`src/rtl/serial_adder_pkg.sv`:
```
// Shared types and elaboration helpers for the digit-serial adder.
package serial_adder_pkg;

  typedef enum logic [1:0] {
    IDLE = 2'd0,
    RUN  = 2'd1,
    DONE = 2'd2
  } state_t;

  typedef struct packed {
    logic [31:0] steps;
    logic [31:0] cnt_w;
  } step_cfg_t;

  // Number of digit steps and the counter width needed to count them (never below 1 bit).
  function automatic step_cfg_t step_cfg(input int width, input int digit);
    step_cfg_t cfg;
    int        steps;
    steps     = width / digit;
    cfg.steps = 32'(steps);
    cfg.cnt_w = (steps > 1) ? 32'($clog2(steps)) : 32'd1;
    return cfg;
  endfunction

endpackage

```
`src/rtl/serial_adder_digit.sv`:
```
// DIGIT-bit ripple-carry slice; also exposes the carry into its MSB for signed overflow.
module adder_digit #(
  parameter int DIGIT = 1
) (
  input  logic [DIGIT-1:0] a,
  input  logic [DIGIT-1:0] b,
  input  logic             ci,
  output logic [DIGIT-1:0] s,
  output logic             co,
  output logic             cmsb
);

  logic [DIGIT:0] c;

  assign c[0] = ci;

  generate
    for (genvar gi = 0; gi < DIGIT; gi++) begin : g_fa
      assign s[gi]   = a[gi] ^ b[gi] ^ c[gi];
      assign c[gi+1] = (a[gi] & b[gi]) | (c[gi] & (a[gi] ^ b[gi]));
    end
  endgenerate

  assign co   = c[DIGIT];
  assign cmsb = c[DIGIT-1];

endmodule

```
`src/rtl/serial_adder.sv`:
```
// Digit-serial adder with valid/ready handshakes, DIGIT bits per clock.
// Optional signed-overflow output OVF is enabled by defining SERIAL_ADDER_OVF_EN.
module serial_adder
  import serial_adder_pkg::*;
#(
  parameter int WIDTH = 8,
  parameter int DIGIT = 1
) (
  input  logic             clk,
  input  logic             rst,
  input  logic             in_valid,
  output logic             in_ready,
  input  logic [WIDTH-1:0] A,
  input  logic [WIDTH-1:0] B,
  input  logic             Cin,
  output logic             out_valid,
  input  logic             out_ready,
  output logic [WIDTH-1:0] S,
  output logic             Cout
`ifdef SERIAL_ADDER_OVF_EN
  ,
  output logic             OVF
`endif
);

  localparam step_cfg_t CFG   = step_cfg(WIDTH, DIGIT);
  localparam int        STEPS = int'(CFG.steps);
  localparam int        CNT_W = int'(CFG.cnt_w);

  state_t             state_reg, state_next;
  logic [WIDTH-1:0]   a_reg, b_reg, sum_reg, s_reg;
  logic               carry_reg, cout_reg;
  logic [CNT_W-1:0]   cnt_reg;

  logic [DIGIT-1:0]   dig_s;
  logic               dig_co;
  logic [WIDTH-1:0]   sum_shift;
  logic               accept, last_step;

  assign in_ready  = (state_reg == IDLE);
  assign out_valid = (state_reg == DONE);
  assign accept    = in_valid && in_ready;
  assign last_step = (state_reg == RUN) && (cnt_reg == CNT_W'(STEPS - 1));
  assign S         = s_reg;
  assign Cout      = cout_reg;

`ifdef SERIAL_ADDER_OVF_EN
  logic dig_cmsb;
`endif

  adder_digit #(
    .DIGIT (DIGIT)
  ) u_digit (
    .a    (a_reg[DIGIT-1:0]),
    .b    (b_reg[DIGIT-1:0]),
    .ci   (carry_reg),
    .s    (dig_s),
    .co   (dig_co),
`ifdef SERIAL_ADDER_OVF_EN
    .cmsb (dig_cmsb)
`else
    .cmsb ()
`endif
  );

  // New digit enters at the top so after STEPS shifts the LSB digit lands at bit 0.
  generate
    if (STEPS > 1) begin : g_shift
      assign sum_shift = {dig_s, sum_reg[WIDTH-1:DIGIT]};
    end else begin : g_single
      assign sum_shift = dig_s;
    end
  endgenerate

  always_ff @(posedge clk or posedge rst) begin
    if (rst) begin
      state_reg <= IDLE;
    end else begin
      state_reg <= state_next;
    end
  end

  always_comb begin
    state_next = state_reg;
    case (state_reg)
      IDLE:    if (accept)    state_next = RUN;
      RUN:     if (last_step) state_next = DONE;
      DONE:    if (out_ready) state_next = IDLE;
      default:                state_next = IDLE;
    endcase
  end

  always_ff @(posedge clk or posedge rst) begin
    if (rst) begin
      a_reg     <= '0;
      b_reg     <= '0;
      sum_reg   <= '0;
      carry_reg <= 1'b0;
      cnt_reg   <= '0;
      s_reg     <= '0;
      cout_reg  <= 1'b0;
    end else if (accept) begin
      a_reg     <= A;
      b_reg     <= B;
      sum_reg   <= '0;
      carry_reg <= Cin;
      cnt_reg   <= '0;
    end else if (state_reg == RUN) begin
      a_reg     <= a_reg >> DIGIT;
      b_reg     <= b_reg >> DIGIT;
      sum_reg   <= sum_shift;
      carry_reg <= dig_co;
      cnt_reg   <= cnt_reg + CNT_W'(1);
      // Visible result only changes on the final step, so S/Cout hold outside DONE.
      if (last_step) begin
        s_reg    <= sum_shift;
        cout_reg <= dig_co;
      end
    end
  end

`ifdef SERIAL_ADDER_OVF_EN
  logic ovf_reg;

  always_ff @(posedge clk or posedge rst) begin
    if (rst) begin
      ovf_reg <= 1'b0;
    end else if (last_step) begin
      ovf_reg <= dig_cmsb ^ dig_co;
    end
  end

  assign OVF = ovf_reg;
`endif

endmodule

```
`config.mk`:
```
export PLATFORM = sky130hd
export DESIGN_NAME = serial_adder
export DESIGN_NICKNAME = d
export VERILOG_FILES = /design/src/rtl/serial_adder_pkg.sv /design/src/rtl/serial_adder_digit.sv /design/src/rtl/serial_adder.sv
export SDC_FILE = /design/constraint.sdc
export NUM_CORES = 1
export LEC_CHECK = 0
export CAP_MARGIN = 20
export CORE_MARGIN = 2
export CORE_UTILIZATION = 30
export CTS_CLUSTER_DIAMETER = 120
export DETAILED_ROUTE_END_ITERATION = 12
export PLACE_DENSITY_LB_ADDON = 0.15
export SLEW_MARGIN = 10
export SYNTH_ARGS = -nofsm -noshare
export SYNTH_HDL_FRONTEND = slang
export SYNTH_SLANG_ARGS = --single-unit
```
`constraint.sdc`:
```
create_clock -name clk -period 1.9 [get_ports clk]
set_input_delay 0.38 -clock clk [delete_from_list [all_inputs] [get_ports clk]]
set_output_delay 0.38 -clock clk [all_outputs]
set_load 0.02 [all_outputs]
```
==> metrics <==
cell row count 28; DP HPWL ~2300 um; Post-Synthesis Cells about 150; Sink Count 38; GR Overflow Total 0; vias in the first global route roughly 1300; Synth area leader dfrtp_1; largest net degree at the start of global routing 39; Peak VDD IR between 500 and 600 uV; Worst Setup Path Type reg2reg; Hold WS between 0.5 and 0.6 ns; final critical-path share of the clock period 0.897; CP max FO 34; setup tns final 0 ns; Yosys Warn Count 0; MaxCap Viol Count 0; Sw Share 0.339; Seq/Total Area, Yosys 0.519; H-tree levels 2; unrepaired setup endpoints after global routing false; Top-Level Pins 32; Max Clock Skew approximately 0.0095 ns; die area about 6800 um^2; Hold Violations, Final 0; Antenna Violating Nets Remaining 0; Final setup viols 0; power per standard cell area approximately 1500 nW/um^2; DIE HEIGHT 82.2 um; CP startpoint state_reg[1]; Synth-to-Final Area Change 24.9%; dpl ws roughly 0.11 ns; antenna cell count 0; Netlist cell types 27; Via density 4.81; flop and latch count out of synthesis 38; worst hold start a_reg[7]; sequential share of power 0.395; CP arrival 1.83 ns; DR DRC count 0; LEAKAGE about 1.0 nW; GRT Overall Usage 0.120; initial drt markers 83; CTS tree done; critical path launch point type flip-flop; internal power ~2.3 mW; most common cell after layout, fill and taps aside dfrtp_1; first-pass GRT wire length around 6100 um; DR pass1 iterations 4; nets@finish 203; IO Port Bufs 31; CTS root buf clkbuf_8; area share of the largest cell type after synthesis 0.519; worst-margin pin slew a little under 0.8 ns; final wirelength around 3600 um; crit path time final ~1.7 ns; initial core utilization 0.310; Synth area leaders dfrtp_1 (52%), mux2_4 (7.4%), nor4b_1 (6.7%), a22o_1 (4.3%), inv_1 (3.7%); commonest cells after routing, fill and taps aside dfrtp_1 (38), clkdlybuf4s50_1 (29), inv_1 (18); core area between 5000 and 6000 um^2; Bufs on Longest Clock Path 2; Achievable Freq about 0.59 GHz; CP Capture Type flip-flop; initial antenna violation count 0; synthesized cell area 1830 um^2; headroom to the max-slew limit 0.480; beginning of the worst register-to-register path state_reg[1]; max-slew violation count 0; Clock Power Share 0.193; number of post-CTS setup repair buffers 0; average cell area after synthesis 12.3 um^2; hold crit path type reg2reg; status completed; syn_nets approximately 170; Net Switching approximately 1.2 mW; fraction of layout cells with a size suffix above 1 0.144; final worst slack 0.197 ns; clock latency on the worst-skew pair slightly below 0.3 ns; gpl congestion slightly above 0.7; Worst EP required between 2 and 2.5 ns; crit-path cells buf_4 > nor2b_1 > a222oi_1; Cell Count Post-Placement 247; Hold Buf Count CTS 0; combinational power share 0.412; routed len/inst roughly 14 um; total CTS buffers 5; Reg clk slew, reported paths roughly 0.080 ns; Die X approximately 80 um; post-route insts no fill ~260; Slowest cell on crit path nor2b_1; Via Count 1226; biggest cell delay along the critical path 0.65 ns
==> routing by layer <==
layer	vias to the layer above	wire length, um	global-route usage	share of wire
met1	596	1700	0.154	0.48
li1	596	-	-	-
met2	29	1670	0.195	0.47
met5	-	0	0	0
met3	5	157	0.0348	0.044
met4	0	42	0.0400	0.012
==> area by class of cell <==
type                    instances  area, um^2
fillers                       586        3630
flip-flops and latches         38         951
multi-input cells              79         716
repair buffers                 37         353
well taps                      75        93.8
clock buffers                   5        68.8
inverters                      18        67.6
clock inverters                 3        40.0
==> logic make-up (layout without fill, tap and decap cells) <==
kind of cell | Yosys count | in the layout | synth area share
DFF | 38 | 38 | 0.519
AOI/OAI and AO/OA | 29 | 29 | 0.136
and+or+nand+nor | 37 | 37 | 0.150
adders and majority gates | 3 | 3 | 0.0246
buffers and inverters | 32 | 63 | 0.0908
muxes | 10 | 10 | 0.0799
==> path summary, 6_finish.rpt <==
| check | slack, ns | cells after the start | to |
|---|---|---|---|
| min in group asynchronous | 0.51 | 3 | S[6] |
| max reg2reg | 0.20 | 3 | b_reg[6] |
| max | 0.20 | 3 | b_reg[6] |
| min | 0.50 | 1 | a_reg[7] |
| min reg2reg | 0.50 | 1 | a_reg[7] |
| max in group asynchronous | 1.04 | 3 | sum_reg[5] |
==> critical path, delay by kind of cell (launching register included) <==
| kind | cells | cell delay (ns) |
|---|---|---|
| simple gates | 1 | 0.65 |
| flops | 1 | 0.40 |
| buf+inv | 1 | 0.25 |
| compound gates | 1 | 0.24 |
==> power by group through the flow <==
stage                     sequential (mW)  combinational (mW)  clock [mW]
after floorplan                      1.43                1.02           0
after CTS                            1.38                1.46       0.700
after global routing                 1.42                1.60       0.731
after global placement               1.39                1.43           0
after detailed placement             1.39                1.47           0
final                                1.38                1.44       0.674
==> repair_timing <==
item                                   4_1_cts  5_1_grt
endpoints found under the hold margin        0        0
setup endpoints to repair                    2        0
gates resized for setup                      2        0
==> through the flow <==
step | utilization | cell area (um^2) | power (mW)
floorplan | - | 1830 | 2.45
global placement | 0.369 | 2180 | 2.82
detailed placement | 0.369 | 2180 | 2.86
CTS | 0.387 | 2290 | 3.55
global route | 0.387 | 2290 | 3.75
finish | 0.387 | 2290 | 3.49
==> synth_stat cells <==
cell,number
dfrtp_1,38
inv_1,18
nor4b_1,14
a22o_1,9
mux2_4,9
a211oi_1,8
nor3b_1,8
buf_2,7
nor2_1,7
a221oi_1,6
buf_6,4
nand2b_1,3
buf_4,2
ha_1,2
nor2b_1,2
a21oi_1,1
a222oi_1,1
a32o_1,1
clkbuf_1,1
fa_1,1
mux2_2,1
nand2_1,1
nand3b_4,1
nand4bb_1,1
o21ai_0,1
o21bai_4,1
o311ai_1,1
No activity file was read; power rests on OpenSTA's default activity.
